File: src/rtl/acct_loader_pkg.sv
// Shared types and helpers for the access-control policy loader.
package acct_loader_pkg;

  typedef enum logic [2:0] {
    S_IDLE,
    S_FETCH,
    S_WRITE,
    S_READ,
    S_CHECK,
    S_LOCK,
    S_DONE,
    S_FAIL
  } ldr_state_e;

  localparam logic [7:0] LOCK_MASK_DEFAULT = 8'hFF;

  // Byte address of a 32-bit policy word; callers truncate to their bus width.
  function automatic logic [31:0] word_addr(input logic [31:0] base, input logic [31:0] idx);
    return base + (idx << 2);
  endfunction

endpackage

File: src/rtl/acct_policy_loader.sv
// Boot-time sequencer: fetch policy words, write and verify them on the register bus,
// then freeze the access-control file by driving the lock vector (also on failure).
module acct_policy_loader
  import acct_loader_pkg::*;
#(
  parameter int         NB_WORDS      = 12,
  parameter int         AW            = 10,
  parameter int         BASE_ADDR     = 0,
  parameter int         MAX_RETRY     = 2,
  parameter int         FETCH_TIMEOUT = 255,
  parameter logic [7:0] LOCK_MASK     = LOCK_MASK_DEFAULT,
  localparam int        IW            = $clog2(NB_WORDS)
) (
  input  logic          clk_i,
  input  logic          rst_i,
  input  logic          start_i,
  output logic          pol_req_o,
  output logic [IW-1:0] pol_idx_o,
  input  logic          pol_valid_i,
  input  logic [31:0]   pol_data_i,
  output logic          reg_valid_o,
  output logic          reg_write_o,
  output logic [AW-1:0] reg_addr_o,
  output logic [31:0]   reg_wdata_o,
  input  logic          reg_ready_i,
  input  logic [31:0]   reg_rdata_i,
  input  logic          reg_error_i,
  output logic [7:0]    reglk_o,
  output logic          busy_o,
  output logic          done_o,
  output logic          fail_o,
  output logic [IW-1:0] fail_idx_o
);

  localparam int TW = $clog2(FETCH_TIMEOUT + 1);
  localparam int RW = (MAX_RETRY > 0) ? $clog2(MAX_RETRY + 1) : 1;

  if (BASE_ADDR + 4 * (NB_WORDS - 1) >= (1 << AW)) begin : g_addr_range
    $error("policy address range does not fit in AW bits");
  end

  ldr_state_e    state_q, state_d;
  logic [IW-1:0] idx_q, idx_d;
  logic [RW-1:0] retry_q, retry_d;
  logic [TW-1:0] tmo_q, tmo_d;
  logic [7:0]    reglk_q, reglk_d;
  logic          done_q, done_d;
  logic          fail_q, fail_d;
  logic [IW-1:0] fail_idx_q, fail_idx_d;
  logic [31:0]   word_q, word_d;
  logic [31:0]   rdata_q, rdata_d;
  logic          rerr_q, rerr_d;
  logic          retry_req;
  logic          go_fail;
  logic [TW-1:0] tmo_inc;

  always_comb begin
    state_d    = state_q;
    idx_d      = idx_q;
    retry_d    = retry_q;
    tmo_d      = tmo_q;
    reglk_d    = reglk_q;
    done_d     = done_q;
    fail_d     = fail_q;
    fail_idx_d = fail_idx_q;
    word_d     = word_q;
    rdata_d    = rdata_q;
    rerr_d     = rerr_q;
    retry_req  = 1'b0;
    go_fail    = 1'b0;
    tmo_inc    = tmo_q + 1'b1;

    case (state_q)
      S_IDLE: begin
        if (start_i) begin
          state_d = S_FETCH;
          idx_d   = '0;
          tmo_d   = '0;
        end
      end
      S_FETCH: begin
        if (pol_valid_i) begin
          word_d  = pol_data_i;
          retry_d = '0;
          state_d = S_WRITE;
        end else if (tmo_inc == TW'(FETCH_TIMEOUT)) begin
          go_fail = 1'b1;
        end else begin
          tmo_d = tmo_inc;
        end
      end
      S_WRITE: begin
        if (reg_ready_i) begin
          if (reg_error_i) retry_req = 1'b1;
          else             state_d   = S_READ;
        end
      end
      S_READ: begin
        if (reg_ready_i) begin
          rdata_d = reg_rdata_i;
          rerr_d  = reg_error_i;
          state_d = S_CHECK;
        end
      end
      S_CHECK: begin
        if (!rerr_q && (rdata_q == word_q)) begin
          if (idx_q < IW'(NB_WORDS - 1)) begin
            idx_d   = idx_q + 1'b1;
            tmo_d   = '0;
            state_d = S_FETCH;
          end else begin
            state_d = S_LOCK;
          end
        end else begin
          retry_req = 1'b1;
        end
      end
      S_LOCK: begin
        reglk_d = LOCK_MASK;
        done_d  = 1'b1;
        state_d = S_DONE;
      end
      default: ;
    endcase

    // Retries reuse the latched word; only a fresh index triggers a refetch.
    if (retry_req) begin
      if (retry_q < RW'(MAX_RETRY)) begin
        retry_d = retry_q + 1'b1;
        state_d = S_WRITE;
      end else begin
        go_fail = 1'b1;
      end
    end

    if (go_fail) begin
      state_d    = S_FAIL;
      fail_d     = 1'b1;
      fail_idx_d = idx_q;
      reglk_d    = LOCK_MASK;
    end
  end

  always_ff @(posedge clk_i) begin
    if (rst_i) begin
      state_q    <= S_IDLE;
      idx_q      <= '0;
      retry_q    <= '0;
      tmo_q      <= '0;
      reglk_q    <= '0;
      done_q     <= 1'b0;
      fail_q     <= 1'b0;
      fail_idx_q <= '0;
    end else begin
      state_q    <= state_d;
      idx_q      <= idx_d;
      retry_q    <= retry_d;
      tmo_q      <= tmo_d;
      reglk_q    <= reglk_d;
      done_q     <= done_d;
      fail_q     <= fail_d;
      fail_idx_q <= fail_idx_d;
    end
  end

  always_ff @(posedge clk_i) begin
    word_q  <= word_d;
    rdata_q <= rdata_d;
    rerr_q  <= rerr_d;
  end

  assign pol_req_o   = (state_q == S_FETCH);
  assign pol_idx_o   = idx_q;
  assign reg_valid_o = (state_q == S_WRITE) || (state_q == S_READ);
  assign reg_write_o = (state_q == S_WRITE);
  assign reg_addr_o  = AW'(word_addr(32'(BASE_ADDR), 32'(idx_q)));
  assign reg_wdata_o = word_q;
  assign reglk_o     = reglk_q;
  assign busy_o      = !((state_q == S_IDLE) || (state_q == S_DONE) || (state_q == S_FAIL));
  assign done_o      = done_q;
  assign fail_o      = fail_q;
  assign fail_idx_o  = fail_idx_q;

endmodule

File: config.mk
export PLATFORM = sky130hd
export DESIGN_NAME = acct_policy_loader
export DESIGN_NICKNAME = d
export VERILOG_FILES = /design/src/rtl/acct_loader_pkg.sv /design/src/rtl/acct_policy_loader.sv
export SDC_FILE = /design/constraint.sdc
export NUM_CORES = 1
export LEC_CHECK = 0
export CAP_MARGIN = 20
export CORE_MARGIN = 1.5
export CORE_UTILIZATION = 28
export DETAILED_ROUTE_END_ITERATION = 8
export GPL_ROUTABILITY_DRIVEN = 1
export PLACE_DENSITY = 0.53
export SYNTH_ARGS = -nofsm -noshare
export SYNTH_HDL_FRONTEND = slang
export SYNTH_SLANG_ARGS = --single-unit
File: constraint.sdc
create_clock -name clk_i -period 4.9 [get_ports clk_i]
set_input_delay 0.49 -clock clk_i [delete_from_list [all_inputs] [get_ports clk_i]]
set_output_delay 0.49 -clock clk_i [all_outputs]
set_load 0.01 [all_outputs]
==> results of run 1 <==
-- stage by stage --
stage / cells / total power [uW] / setup slack [ns] / utilization (%) / instance area (um^2)
after floorplan: 319 / 1017 / 2.876 / - / 3929
after CTS: 615 / 1841 / 2.186 / 41.32 / 5559
after global routing: 615 / 1900 / 1.921 / 41.32 / 5559
final: 615 / 1819 / 2.181 / 41.32 / 5559
after global placement: 599 / 1156 / 1.922 / 39.17 / 5270
after detailed placement: 599 / 1158 / 1.828 / 39.17 / 5270
-- routing by layer --
layer	up-vias	wire, um	GRT usage [%]
met2	122	4159	20.85
met3	10	1106	7.284
li1	1367	-	-
met4	0	126	4.338
met1	1274	4017	15.95
met5	-	0	0
-- cell usage after synthesis (all sizes together) (3+ instances only) --
master | instances | area share (%)
nand3 | 14 | 1.8
nor4 | 5 | 1.3
a211oi | 3 | 0.90
a21oi | 18 | 2.4
nand4 | 9 | 1.4
nor3 | 6 | 0.77
xnor2 | 17 | 3.8
ha | 3 | 0.96
xor2 | 17 | 3.8
nor2 | 16 | 1.5
or3 | 8 | 1.5
inv | 11 | 1.1
nand2 | 25 | 2.4
mux2i | 7 | 1.8
buf | 21 | 3.8
and2 | 3 | 0.48
edfxtp | 65 | 50
o21ai | 11 | 1.4
dfxtp | 24 | 12
clkbuf | 3 | 0.29
-- worst min-delay path, stage by stage, from the launching register on --
cell and delay (ns):
dfxtp_1 0.31, inv_1 0.05, a21oi_1 0.05
-- state kept, by name, summed over array words and instances, names as in the netlist --
register,flops
done_o,1
fail_idx_o,4
fail_o,1
pol_idx_o,4
rdata_q,32
reg_wdata_o,32
reglk_o,1
rerr_q,1
retry_q,2
state_q,3
tmo_q,8
-- placed cells by master (no fill, tap or decap), drive strengths merged, types with 5 or more instances in the layout --
master,n
conb,6
clkbuf,11
a21oi,18
mux2i,7
o21ai,11
xor2,17
xnor2,17
clkdlybuf4s50,127
nand2,25
dfxtp,24
inv,11
nand3,14
edfxtp,65
nor4,5
nand4,9
nor3,6
or3,8
nor2,16
-- cells by family (layout without fill, tap and decap cells) --
group	Yosys count	after routing
simple gates	97	97
flops	89	89
compound gates	48	48
buf+inv	35	155
xor+xnor	34	34
mux	7	7
fa+ha+maj	3	3
other cells	1	6
-- layout make-up --
class,instances,area [um^2]
Clock inverter,5,56.30
Sequential cell,89,2432
Clock buffer,11,232.7
Tap cell,176,220.2
Fill cell,1304,7894
Timing Repair Buffer,128,1279
Multi-Input combinational cell,195,1297
Inverter,11,41.29
-- path summary, 6_finish.rpt --
check | depth (start not counted) | startpoint | end
min | 2 | fail_o | fail_o
max reg2reg | 6 | state_q[2] | tmo_q[6]
min reg2reg | 2 | fail_o | fail_o
max | 7 | rst_i | tmo_q[3]
-- power by group --
part / total [uW] / leakage (uW) / internal (uW) / switching (uW)
clock network: 678 / 0.000139 / 395 / 284
registers: 878 / 0.000783 / 846 / 32.0
logic: 262 / 0.000965 / 138 / 123
total: 1820 / 0.00189 / 1380 / 439
==> out/metrics.yaml, run 1 <==
status: "finished, final reports clean"
peakVddDrop_uv: 171.7
firstDrtPassIters: 4
synthMuxAreaShare_pct: 1.792
syn2layout_area_growth_pct: 42.18
wl_per_cell_um: 15.30
crit_chain: "clkdlybuf4s50_1 -> inv_1 -> nand2_1 -> or4_1 -> o21ai_0 -> o21ai_0 -> a21oi_1"
core_area_um2: 13450
syn_area_um2: 3910
start_kind: "input port"
via_per_inst: 4.509
ios: 134
path_class: "in2reg"
holdBufCountCts: 0
synth_compound_area_share_pct: 8.832
die-area_um2: 14680
nets: 507
max-slew-margin-rel_pct: 44.16
skew_ns: 0.006243
arrival_ns: 2.99
drc: 0
synth_cell_types: 48
final-hold-violation-count: 0
cellLeakagePower_uw: 0.001888
gp_congestion: 0.7852
setup_viol: 0
grt_start_max_net_pins: 36
grt_pass1_wl_mm: 14.81
clock_latency_ns: 0.34
die_w_um: 121.2
max_stage_delay_ns: 0.65
ant_nets: 0
synth_seq_cells: 89
fin_setup_tns_ns: 0
synth-main-ff-cell: "edfxtp_1"
yosysSeqAreaShare_pct: 62.21
fin_crit_sh_pct: 55.48
die_h_um: 121.2
grt.overflow.total: 0
row_count: 42
portBuffers: 127
clock_path_buffers: 2
fin_crit_ns: 2.719
drt-total-wl_mm: 9.409
avgSynthCellArea_um2: 12.45
post-dp-hpwl_mm: 6.924
cellPowerDensity_nw_per_um2: 327.1
grt_antenna_before_repair: 0
cts.sinks: 89
drt_iter0_drc: 177
cts_made_buffers: 9
synthCells: 314
endpoint_kind: "flip-flop"
cp_num_buf_inv: 2
worst_slew_pin_slew_ns: 0.8376
grt_pass1_vias: 2892
synth_fa_ha_area_share_pct: 0.9600
synth-async-reset-ratio_pct: 0
cts_max_level: 3
grt_setup_unrepaired: "false"
ys_warn_count: 0
hp-class: "reg2reg"
path_common_cell: "o21ai_0"
ctsResizeCount: 0
r2r_setup_slack_ns: 2.53
clkTransAtPathRegs_ns: 0.06
fmaxAchievable_ghz: 0.3678
fin_hold_ws_ns: 0.4478
finalMaxSlewViolations: 0
start_util_pct: 29.06
cts_tree: "done"
cpLargestDelayFamily: "buffers and inverters"
cts_root_buf: "clkbuf_16"
required_ns: 5.17
path_max_fanout: 24
drive_above_1_share_pct: 5.923
cp_slowest_cell: "clkdlybuf4s50_1"
synth_xor_xnor_area_share_pct: 7.616
antennaDiodeCount: 0
synth_simple_gate_area_share_pct: 13.38
synth_top_family_by_area: "simple AND/OR/NAND/NOR gates"
cap_violations: 0
grt_usage_pct: 13.45
vias: 2773
synth_edf_count: 65
cts_setup_buffers: 0
No activity file was read; power rests on OpenSTA's default activity.
==> run 2: changes to the inputs <==
--- a/config.mk
+++ b/config.mk
@@ -10,7 +10,7 @@
 export CORE_UTILIZATION = 28
 export DETAILED_ROUTE_END_ITERATION = 8
 export GPL_ROUTABILITY_DRIVEN = 1
-export PLACE_DENSITY = 0.53
+export PLACE_DENSITY = 0.55
 export SYNTH_ARGS = -nofsm -noshare
 export SYNTH_HDL_FRONTEND = slang
 export SYNTH_SLANG_ARGS = --single-unit
==> constraint.sdc (replaced) <==
create_clock -name clk_i -period 2.42 [get_ports clk_i]
set_input_delay 0.242 -clock clk_i [delete_from_list [all_inputs] [get_ports clk_i]]
set_output_delay 0.242 -clock clk_i [all_outputs]
set_load 0.01 [all_outputs]
==> run 2 against run 1 <==
  * Final cell count up 1.3%
  * Global-route usage up 0.081 points
  * Clock-buffer cell count down 1
  * First-iteration DRC count down 45%
  * Largest power group unchanged
==> out/metrics.yaml, run 2 (synthesis gave the netlist of run 1 again) <==
clock_latency_ns: 0.35
setup_viol: 0
hold_start: "reg_rdata_i[18]"
cts_root_buf: "clkbuf_16"
cellPowerDensity_nw_per_um2: 675.7
portBuffers: 127
drc: 0
via_per_inst: 4.536
syn2layout_area_growth_pct: 45.34
grt_antenna_before_repair: 0
drive_above_1_share_pct: 7.830
holdPathStages: 1
final-hold-violation-count: 0
grt_setup_unrepaired: "false"
grt_pass1_wl_mm: 14.82
required_ns: 2.65
die_w_um: 121.2
holdBufCountCts: 0
total_power_uw: 3840
arrival_ns: 2.49
grt_start_max_net_pins: 36
cts_max_level: 3
skew_ns: 0.005262
cellLeakagePower_uw: 0.001961
p_int_uw: 2923
ios: 134
r2r_setup_slack_ns: 0.17
rr_worst_depth: 8
clkTransAtPathRegs_ns: 0.06
cts_tree: "done"
start_kind: "flip-flop"
use_met3_pct: 6.626
clock_path_buffers: 2
fin_area_um2: 5683
comb_power_share_pct: 14.8
place_area_um2: 5348
use_met2_pct: 19.42
layout_common_cells: "clkdlybuf4s50_1, edfxtp_1, nand2_1"
status: "finished, final reports clean"
nets: 515
top_usage_layer: "met2"
ant_nets: 0
fmaxAchievable_ghz: 0.4439
worst_slew_pin_slew_ns: 0.4907
cp_slowest_cell: "dfxtp_1"
holdPathEnd: "rdata_q[18]"
post-dp-hpwl_mm: 6.789
peakVddDrop_uv: 382.2
crit_chain: "ha_1 -> nand3_1 -> or3_1 -> and2_1 -> nor4_4 -> a211oi_4 -> buf_4 -> mux2i_1"
wl_per_cell_um: 14.69
swShare_pct: 23.88
p_seq_share_pct: 46.1
max-slew-margin-rel_pct: 67.03
fin_crit_sh_pct: 93.10
drt-total-wl_mm: 9.151
path_max_fanout: 6
fin_crit_ns: 2.253
finalMaxSlewViolations: 0
p_switching_uw: 916.8
cpLargestDelayFamily: "simple AND/OR/NAND/NOR gates"
cts_made_buffers: 9
core_area_um2: 13450
grt.overflow.total: 0
max_stage_delay_ns: 0.40
die-area_um2: 14680
endpoint_kind: "flip-flop"
r2r-start: "tmo_q[1]"
rr_endpoint: "fail_idx_o[0]"
antennaDiodeCount: 0
globalRouteMet1Util_pct: 16.64
cts.sinks: 89
grt_pass1_vias: 2886
fin_hold_ws_ns: 0.4442
drt_iter0_drc: 98
clkPwrFrac_pct: 39.1
grt_usage_pct: 13.53
layout_commonest_cell: "clkdlybuf4s50_1"
gp_congestion: 0.7849
die_h_um: 121.2
path_class: "reg2reg"
hp-class: "in2reg"
vias: 2826
cap_violations: 0
row_count: 42
firstDrtPassIters: 4
fin_setup_tns_ns: 0
cp_num_buf_inv: 1
start_util_pct: 29.06
-- run 2: changes by cell type in the layout (fill, tap and decap cells not counted) --
cell | before | now
buf_4 | 1 | 7
buf_12 | 0 | 2
bufinv_16 | 1 | 2
clkbuf_1 | 2 | 1
clkinv_2 | 2 | 1
inv_6 | 0 | 1
nor4_2 | 1 | 0
nor4_4 | 1 | 2
-- run 2: repair_timing --
| item | 4_1_cts | 5_1_grt |
|---|---|---|
| gates resized for setup | 0 | 1 |
| hold endpoints to repair | 0 | 0 |
| endpoints found under the setup margin | 0 | 7 |
| buffers inserted | 0 | 1 |
-- run 2: per-stage QoR --
step | util [%] | setup WS, ns | instances
floorplan | - | 0.3963 | 319
global placement | 39.75 | 0.1794 | 606
detailed placement | 39.75 | 0.09437 | 606
CTS | 42.12 | 0.06518 | 622
global route | 42.24 | 0.0008364 | 623
finish | 42.24 | 0.1671 | 623
-- run 2: worst register-to-register path: cells and delay by family, from the launching register on --
family          cells  cell delay, ns
compound gates      1            0.08
simple gates        4            1.14
buf+inv             1            0.18
flops               1            0.40
mux                 1            0.12
fa+ha+maj           1            0.23
-- run 2: routing by layer --
metal | part of all wire [%] | vias up
met1 | 44 | 1314
met3 | 11 | 13
met4 | 2.3 | 0
met2 | 43 | 113
li1 | - | 1386
met5 | 0 | -
-- run 2: worst max-delay path by stage --
| stage | from | endpoint | slack, ns | depth (start not counted) |
|---|---|---|---|---|
| floorplan | state_q[1] | state_q[2] | 0.40 | 5 |
| global placement | reg_wdata_o[17] | fail_idx_o[3] | 0.18 | 6 |
| detailed placement | reg_wdata_o[18] | fail_idx_o[0] | 0.09 | 6 |
| CTS | reg_wdata_o[18] | fail_idx_o[0] | 0.07 | 6 |
| global route | reg_wdata_o[18] | fail_idx_o[0] | 0.0008 | 7 |
| finish | tmo_q[1] | fail_idx_o[0] | 0.17 | 8 |
-- run 2: area by class of cell --
class | instances | area (um^2)
Fill cell | 1319 | 7770
Sequential cell | 89 | 2432
Clock inverter | 6 | 90.09
Clock buffer | 10 | 229.0
Tap cell | 176 | 220.2
Timing Repair Buffer | 136 | 1364
Inverter | 11 | 41.29
Multi-Input combinational cell | 195 | 1306
-- run 2: power by group through the flow --
stage | clock network (uW) | logic [uW] | registers (uW)
after global placement | 0 | 568 | 1800
after floorplan | 0 | 260 | 1800
after detailed placement | 0 | 569 | 1800
after global routing | 1620 | 617 | 1780
final | 1500 | 568 | 1770
after CTS | 1530 | 573 | 1770
